===== src/rtl/uart_pkg.sv =====
// Shared types and constants for the UART receive path.
`timescale 1ns/1ps
package uart_pkg;

  localparam int DEFAULT_CLKS_PER_BIT = 868;

  typedef enum logic [2:0] {
    IDLE      = 3'd0,
    START     = 3'd1,
    DATA      = 3'd2,
    STOP      = 3'd3,
    WAIT_IDLE = 3'd4
  } uart_rx_state_t;

endpackage


===== src/rtl/uart_sync_2ff.sv =====
// Two-flop synchronizer for a single asynchronous input; resets to RESET_VAL.
`timescale 1ns/1ps
module uart_sync_2ff #(
  parameter logic RESET_VAL = 1'b1
) (
  input  logic clk,
  input  logic rst_n,
  input  logic d,
  output logic q
);

  (* ASYNC_REG = "TRUE" *) logic meta;
  (* ASYNC_REG = "TRUE" *) logic sync;

  always_ff @(posedge clk or negedge rst_n) begin
    if (!rst_n) begin
      meta <= RESET_VAL;
      sync <= RESET_VAL;
    end else begin
      meta <= d;
      sync <= meta;
    end
  end

  assign q = sync;

endmodule


===== src/rtl/uart_rx.sv =====
// 8N1 UART receiver with mid-bit sampling and a one-entry valid/ready output.
// Handshake: a byte transfers on any rising edge where rx_valid && rx_ready;
// rx_data is held stable while rx_valid is high and not yet accepted.
`timescale 1ns/1ps
module uart_rx
  import uart_pkg::*;
#(
  parameter int CLKS_PER_BIT = DEFAULT_CLKS_PER_BIT
) (
  input  logic       clk,
  input  logic       rst_n,
  input  logic       rx,
  output logic [7:0] rx_data,
  output logic       rx_valid,
  input  logic       rx_ready,
  output logic       frame_err,
  output logic       overrun,
  output logic       busy
);

  localparam int CW = $clog2(CLKS_PER_BIT);
  localparam logic [CW-1:0] LAST = CW'(CLKS_PER_BIT - 1);
  localparam logic [CW-1:0] MID  = CW'(CLKS_PER_BIT / 2 - 1);

  uart_rx_state_t  state;
  logic [CW-1:0]   cnt;
  logic [2:0]      idx;
  logic [7:0]      shreg;
  logic            rx_s;

  uart_sync_2ff #(.RESET_VAL(1'b1)) u_sync (
    .clk   (clk),
    .rst_n (rst_n),
    .d     (rx),
    .q     (rx_s)
  );

  assign busy = (state != IDLE);

  always_ff @(posedge clk or negedge rst_n) begin
    if (!rst_n) begin
      state     <= IDLE;
      cnt       <= '0;
      idx       <= '0;
      shreg     <= '0;
      rx_data   <= 8'h00;
      rx_valid  <= 1'b0;
      frame_err <= 1'b0;
      overrun   <= 1'b0;
    end else begin
      frame_err <= 1'b0;
      overrun   <= 1'b0;
      if (rx_valid && rx_ready) rx_valid <= 1'b0;

      case (state)
        IDLE: begin
          if (!rx_s) begin
            state <= START;
            cnt   <= '0;
          end
        end
        START: begin
          // A start bit that is high again at its midpoint was a glitch.
          if (cnt == MID) begin
            cnt   <= '0;
            idx   <= '0;
            state <= rx_s ? IDLE : DATA;
          end else begin
            cnt <= cnt + 1'b1;
          end
        end
        DATA: begin
          if (cnt == LAST) begin
            cnt        <= '0;
            shreg[idx] <= rx_s;
            idx        <= idx + 1'b1;
            if (idx == 3'd7) state <= STOP;
          end else begin
            cnt <= cnt + 1'b1;
          end
        end
        STOP: begin
          if (cnt == LAST) begin
            cnt <= '0;
            if (rx_s) begin
              state <= IDLE;
              // A same-cycle handshake frees the slot, so the new byte can load.
              if (!rx_valid || rx_ready) begin
                rx_data  <= shreg;
                rx_valid <= 1'b1;
              end else begin
                overrun <= 1'b1;
              end
            end else begin
              frame_err <= 1'b1;
              state     <= WAIT_IDLE;
            end
          end else begin
            cnt <= cnt + 1'b1;
          end
        end
        WAIT_IDLE: begin
          if (rx_s) state <= IDLE;
        end
        default: state <= IDLE;
      endcase
    end
  end

endmodule


===== config.mk =====
export PLATFORM = sky130hd
export DESIGN_NAME = uart_rx
export DESIGN_NICKNAME = d
export VERILOG_FILES = /design/src/rtl/uart_pkg.sv /design/src/rtl/uart_sync_2ff.sv /design/src/rtl/uart_rx.sv
export SDC_FILE = /design/constraint.sdc
export NUM_CORES = 1
export LEC_CHECK = 0
export BUFFER_PORTS_ARGS = -buffer_cell sky130_fd_sc_hd__buf_4
export CORE_MARGIN = 1
export CORE_UTILIZATION = 53
export DETAILED_ROUTE_END_ITERATION = 6
export PLACE_DENSITY_LB_ADDON = 0.1
export SETUP_SLACK_MARGIN = 0.2
export SLEW_MARGIN = 30
export SYNTH_ARGS = -nofsm -noshare
export SYNTH_HDL_FRONTEND = slang
export SYNTH_SLANG_ARGS = --single-unit

===== constraint.sdc =====
create_clock -name clk -period 1.9 [get_ports clk]
set_clock_uncertainty 0.05 [all_clocks]
set_input_delay 0.475 -clock clk [delete_from_list [all_inputs] [get_ports clk]]
set_output_delay 0.475 -clock clk [all_outputs]
set_load 0.03 [all_outputs]

* Word-level counts from Yosys, hierarchy flattened
Cells that the tools add are included.
** Cells by class
- Add/sub/neg operators :: 2
- Magnitude comparators :: 2
- Equality and inequality tests :: 13
- Mux-type cells :: 31
- Reductions and logical operators :: 14
** Operators by type and width (count)
- $mux W10 :: 3
- $pmux W10 S3 :: 1
- $mux W3 :: 9
- $pmux W3 S5 :: 1
- $mux W1 :: 13
- $add A10 B1 Y10 const B :: 1
- $eq A10 B10 Y1 const B :: 1
- $eq A10 B9 Y1 const B :: 1
- $ne A2 B2 Y1 const B :: 5
- $bwmux W8 :: 1
- $eq A3 B2 Y1 const B :: 2
- $eq A3 B3 Y1 const B :: 2
- $pmux W3 S2 :: 1
- $reduce_and A6 Y1 :: 1
- $reduce_bool A3 Y1 :: 2
- $lt A3 B4 Y1 const B :: 1
- $reduce_and A2 Y1 :: 2
- $reduce_and A4 Y1 :: 1
- $add A3 B1 Y3 const B :: 1
- $demux W1 S3 :: 1
- $eq A3 B1 Y1 const B :: 1
- $ge A3 B1 Y1 const B :: 1
- $logic_not A3 Y1 :: 1
- $reduce_and A3 Y1 :: 1
- 7 further kinds :: 8
** Storage, ports and cells
- Flip-flop bits (word level) :: 37
- Bits of input ports :: 4

* Logic depth before layout (Yosys ltp)
- Word-level depth :: 6
- Mapped depth :: 6

* Cells and area by module
From an unflattened synthesis, not the netlist that was laid out.
** Unflattened totals
- Cells, all modules :: 179
- Area total of the unflattened synthesis :: 1944.4 um^2
** Modules (own cells, without submodules)
- uart_rx :: times used 1, cells an instance 177, area each 1891.8 um^2, sequential area each 875.8 um^2
- uart_sync_2ff :: times used 1, cells an instance 2, area each 52.6 um^2, sequential area each 52.6 um^2

* Least setup slack after synthesis
OpenSTA, ideal clock, no wires.
- Path kind :: flip-flop to flip-flop
- Start :: register state[0]
- End :: register shreg[0]
- Setup time :: 0.128 ns
- Arrival time :: 1.694 ns
- Data required time :: 1.722 ns
- Setup slack :: 0.028 ns
- Stages on the path, launching flop included :: 6
- Clock period less this slack :: 1.872 ns
- Cell sequence :: dfrtp_1 > buf_6 > nor3b_1 > nand3b_2 > a2111oi_4 > mux2_1
** On the way
- Cells in the longest elaborated chain, start to end :: 2
** Ends and longest elaborated chain
- start: declaration :: line uart_rx.sv:25 : uart_rx_state_t state;
- start signal: assignment :: line uart_rx.sv:67 : state <= rx_s ? IDLE : DATA;
- $eq A3 B2 Y1 :: line uart_rx.sv:55 : case (state)
- $reduce_and A2 Y1 (no line)
- end signal: indexed assignment :: line uart_rx.sv:75 : shreg[idx] <= rx_s;
- end: declaration :: line uart_rx.sv:28 : logic [7:0] shreg;
No other way between the ends.
A chain may end at the register's enable or synchronous reset.

* Worst setup path in the final report
- Start :: register cnt[1]
- End :: register shreg[0]
** On the way
- Cells in the longest elaborated chain, start to end :: 2
** Ends and longest elaborated chain
- start: declaration :: line uart_rx.sv:26 : logic [CW-1:0] cnt;
- start signal: assignment :: line uart_rx.sv:69 : cnt <= cnt + 1'b1;
- start signal: assignment :: line uart_rx.sv:79 : cnt <= cnt + 1'b1;
- start signal: assignment :: line uart_rx.sv:99 : cnt <= cnt + 1'b1;
- $eq A10 B10 Y1 :: line uart_rx.sv:73 : if (cnt == LAST) begin
- $reduce_and A2 Y1 (no line)
No other way between the ends.

==> metrics.md <==
| Metric | Value |
|---|---|
| Run status | finished with violations |
| Failing checks | negative setup slack |
| H-tree depth | 2 |
| Post-Route WL | 4.75 mm |
| Max-cap violation count | 0 |
| Reg power frac | 58.1% |
| ANT nets after route | 0 |
| Hold Buf Count CTS | 0 |
| Die X | 62.5 um |
| Cells on worst reg2reg path | 5 |
| # DRC | 0 |
| Clock share of power | 40.4% |
| Post-synthesis sequential element count | 37 |
| Clock Root Buffer | clkbuf_4 |
| RSZ-0062 raised after global routing | yes |
| Final Hold Vio Count | 0 |
| # fillers | 234 |
| Initial antenna violation count | 0 |
| Die H | 62.5 um |
| Arrival @ worst endpoint | 2.17 ns |
| Capturing point of the worst reg2reg path | shreg[0] |
| CTS tree | done |
| CP endpoint kind | register |
| Core area | 3420 um^2 |
| EDFF count, synth | 0 |
| Area growth from synthesis to layout | 34.3% |
| Row Count | 21 |
| Final Util | 76.3% |
| Gate power share | 1.5% |
| WHS | 0.000982 ns |
| Hpwl dp | 3.08 mm |
| I/O Buffers | 15 |
| Total CTS buffers | 5 |
| Psw | 297 uW |
| Critical Path Source | cnt[1] |
| Post-Syn Instances | 177 |
| Worst-skew pair later-pin latency | 0.35 ns |
| CP required | 2.10 ns |
| Syn_nets | 185 |
| DR WL/cell | 17.6 um |
| Synth unique cells | 49 |
| Initial core utilization | 56.8% |
| Placed Cells | 252 |
| Seq/Total Area, Yosys | 47.9% |
| Sw Share | 21.7% |
| Via count | 1593 |
| Worst setup margin | -0.0704 ns |
| Maximum clock frequency | 508 MHz |
| Final setup fails | 11 |
| Initial DRC count | 85 |
| Routability cong. | 0.815 |
| Total track usage | 25.6% |
| Synth async-reset ratio | 100% |
| Critical path class | register to register |
| Worst setup SP type | register |
| Hold Path Class | primary input to asynchronous set/reset pin |
| Net count, final | 231 |
| R2r setup slk | -0.07 ns |
| Slew @ Worst Pin | 0.453 ns |
| Clock Path Buffers | 2 |
| Top_reg_cell synth | dfrtp_1 |
| P_leak | 0.00117 uW |
| Power per cell area | 527 nW/um^2 |
| Vias in the first global route | 1661 |
| Worst setup path endpoint | shreg[0] |
| Antenna cells | 0 |
| First-pass GRT wire length | 7.61 mm |
| Synth warnings | 0 |
| Layout cells sized above 1 | 46.9% |
| Drt pass-1 iters | 4 |
| Reg2reg start | cnt[1] |
| Syn Std Cell Area | 1940 um^2 |
| Area of the die | 3910 um^2 |
| Final cell count without fillers | 270 |
| Rel. slew slack | 69.8% |
| Dpl ws | -0.0503 ns |
| Total congestion overflow | 0 |
| Clk sinks | 37 |
| Min cycle time layout | 1.97 ns |
| Worst-path clk slew | 0.12 ns |
| Top-level I/O count | 16 |
| Final max-slew violation count | 0 |
| VDD IR max | 0.000417 V |
| Largest net degree at the start of global routing | 38 |
| Final setup TNS | -0.466 ns |
| Internal cell power | 1080 uW |
| Final period util | 104% |
| Peak fanout along the critical path | 6 |
| Syn_area_per_cell | 11.0 um^2 |
| Vias per std cell | 5.90 |
layout by cell type (no fill, tap or decap), types with 4 or more instances in the layout:
| cell | synthesis | layout |
|---|---|---|
| o21ai_0 | 12 | 10 |
| clkbuf_4 | 0 | 5 |
| mux2_4 | 0 | 12 |
| buf_6 | 1 | 9 |
| nand2_1 | 22 | 20 |
| dfrtp_1 | 35 | 34 |
| inv_1 | 5 | 4 |
| mux2_2 | 15 | 4 |
| nor2_1 | 10 | 10 |
| o211ai_1 | 6 | 6 |
| buf_4 | 1 | 37 |
what timing repair did:
action,4_1_cts,5_1_grt
gates resized for setup,32,17
endpoints found under the setup margin,30,33
pin swaps,16,16
buffers inserted,7,3
power groups by stage:
stage / Sequential (uW) / Clock (uW) / Combinational [uW]
3_3_place_gp: 812 / 0 / 20.6
5_1_grt: 799 / 600 / 25.0
3_5_place_dp: 812 / 0 / 21.5
6_report: 798 / 555 / 20.4
4_1_cts: 798 / 570 / 21.6
2_1_floorplan: 807 / 0 / 5.82
layout make-up:
cell class / instances / area, um^2 / area share (%)
well taps: 46 / 57.6 / 2.21
inverters: 5 / 18.8 / 0.720
clock inverters: 3 / 43.8 / 1.68
clock buffers: 5 / 37.5 / 1.44
multi-input cells: 128 / 1140 / 43.7
flip-flops and latches: 37 / 930 / 35.7
repair buffers: 46 / 379 / 14.6
worst min path at each step:
| stage | from | to | slack [ns] |
|---|---|---|---|
| after global placement | u_sync.meta | u_sync.q | 0.30 |
| after detailed placement | u_sync.meta | u_sync.q | 0.31 |
| after floorplan | rst_n | cnt[0] | 0.13 |
| after CTS | rst_n | cnt[7] | 0.01 |
| final | rst_n | cnt[4] | 0.001 |
| after global routing | rst_n | frame_err | 0.03 |
per-layer routing:
metal	vias to the layer above	global-route usage [%]	wire, um
li1	741	-	-
met1	786	29.3	1890
met2	52	42.9	2490
met3	14	6.20	201
met4	0	15.7	169
met5	-	0	0
synthesized netlist by cell type, drive strengths merged (4+ instances only):
cell    count  area (um^2)
o211ai      6         45.0
nand3       5         30.0
dfrtp      35          876
o21ai      12         60.1
nand2      22         82.6
clkbuf      4         15.0
inv         5         18.8
ha          4         50.1
a211oi      4         30.0
nor2       11         43.8
nor3        5         25.0
mux2       16          180
a21oi       4         20.0
critical path, cell delays in order (launching register included):
cell	delay, ns
dfrtp_1	0.44
ha_2	0.21
and4bb_4	0.30
nand3_4	0.12
a2111oi_4	0.40
mux2_4	0.33
per-stage QoR:
| step | total power, uW | cell area, um^2 |
|---|---|---|
| 4_1_cts | 1390 | 2510 |
| 2_1_floorplan | 812 | 1950 |
| 6_report | 1370 | 2610 |
| 5_1_grt | 1420 | 2610 |
| 3_5_place_dp | 834 | 2240 |
| 3_3_place_gp | 832 | 2240 |
cell families after synthesis:
family | count (synthesis) | synth area share (%)
compound gates | 39 | 14.9
fa+ha+maj | 4 | 2.58
flops | 37 | 47.9
simple gates | 66 | 20.8
buf+inv | 12 | 2.97
mux | 19 | 10.8
sequential cells by signal, summed over array words and instances (netlist names):
name	cells
cnt	10
rx_data	8
shreg	8
idx	3
state	3
frame_err	1
overrun	1
rx_valid	1
u_sync.meta	1
u_sync.q	1
Note: power is estimated with default switching activity, not from simulation.
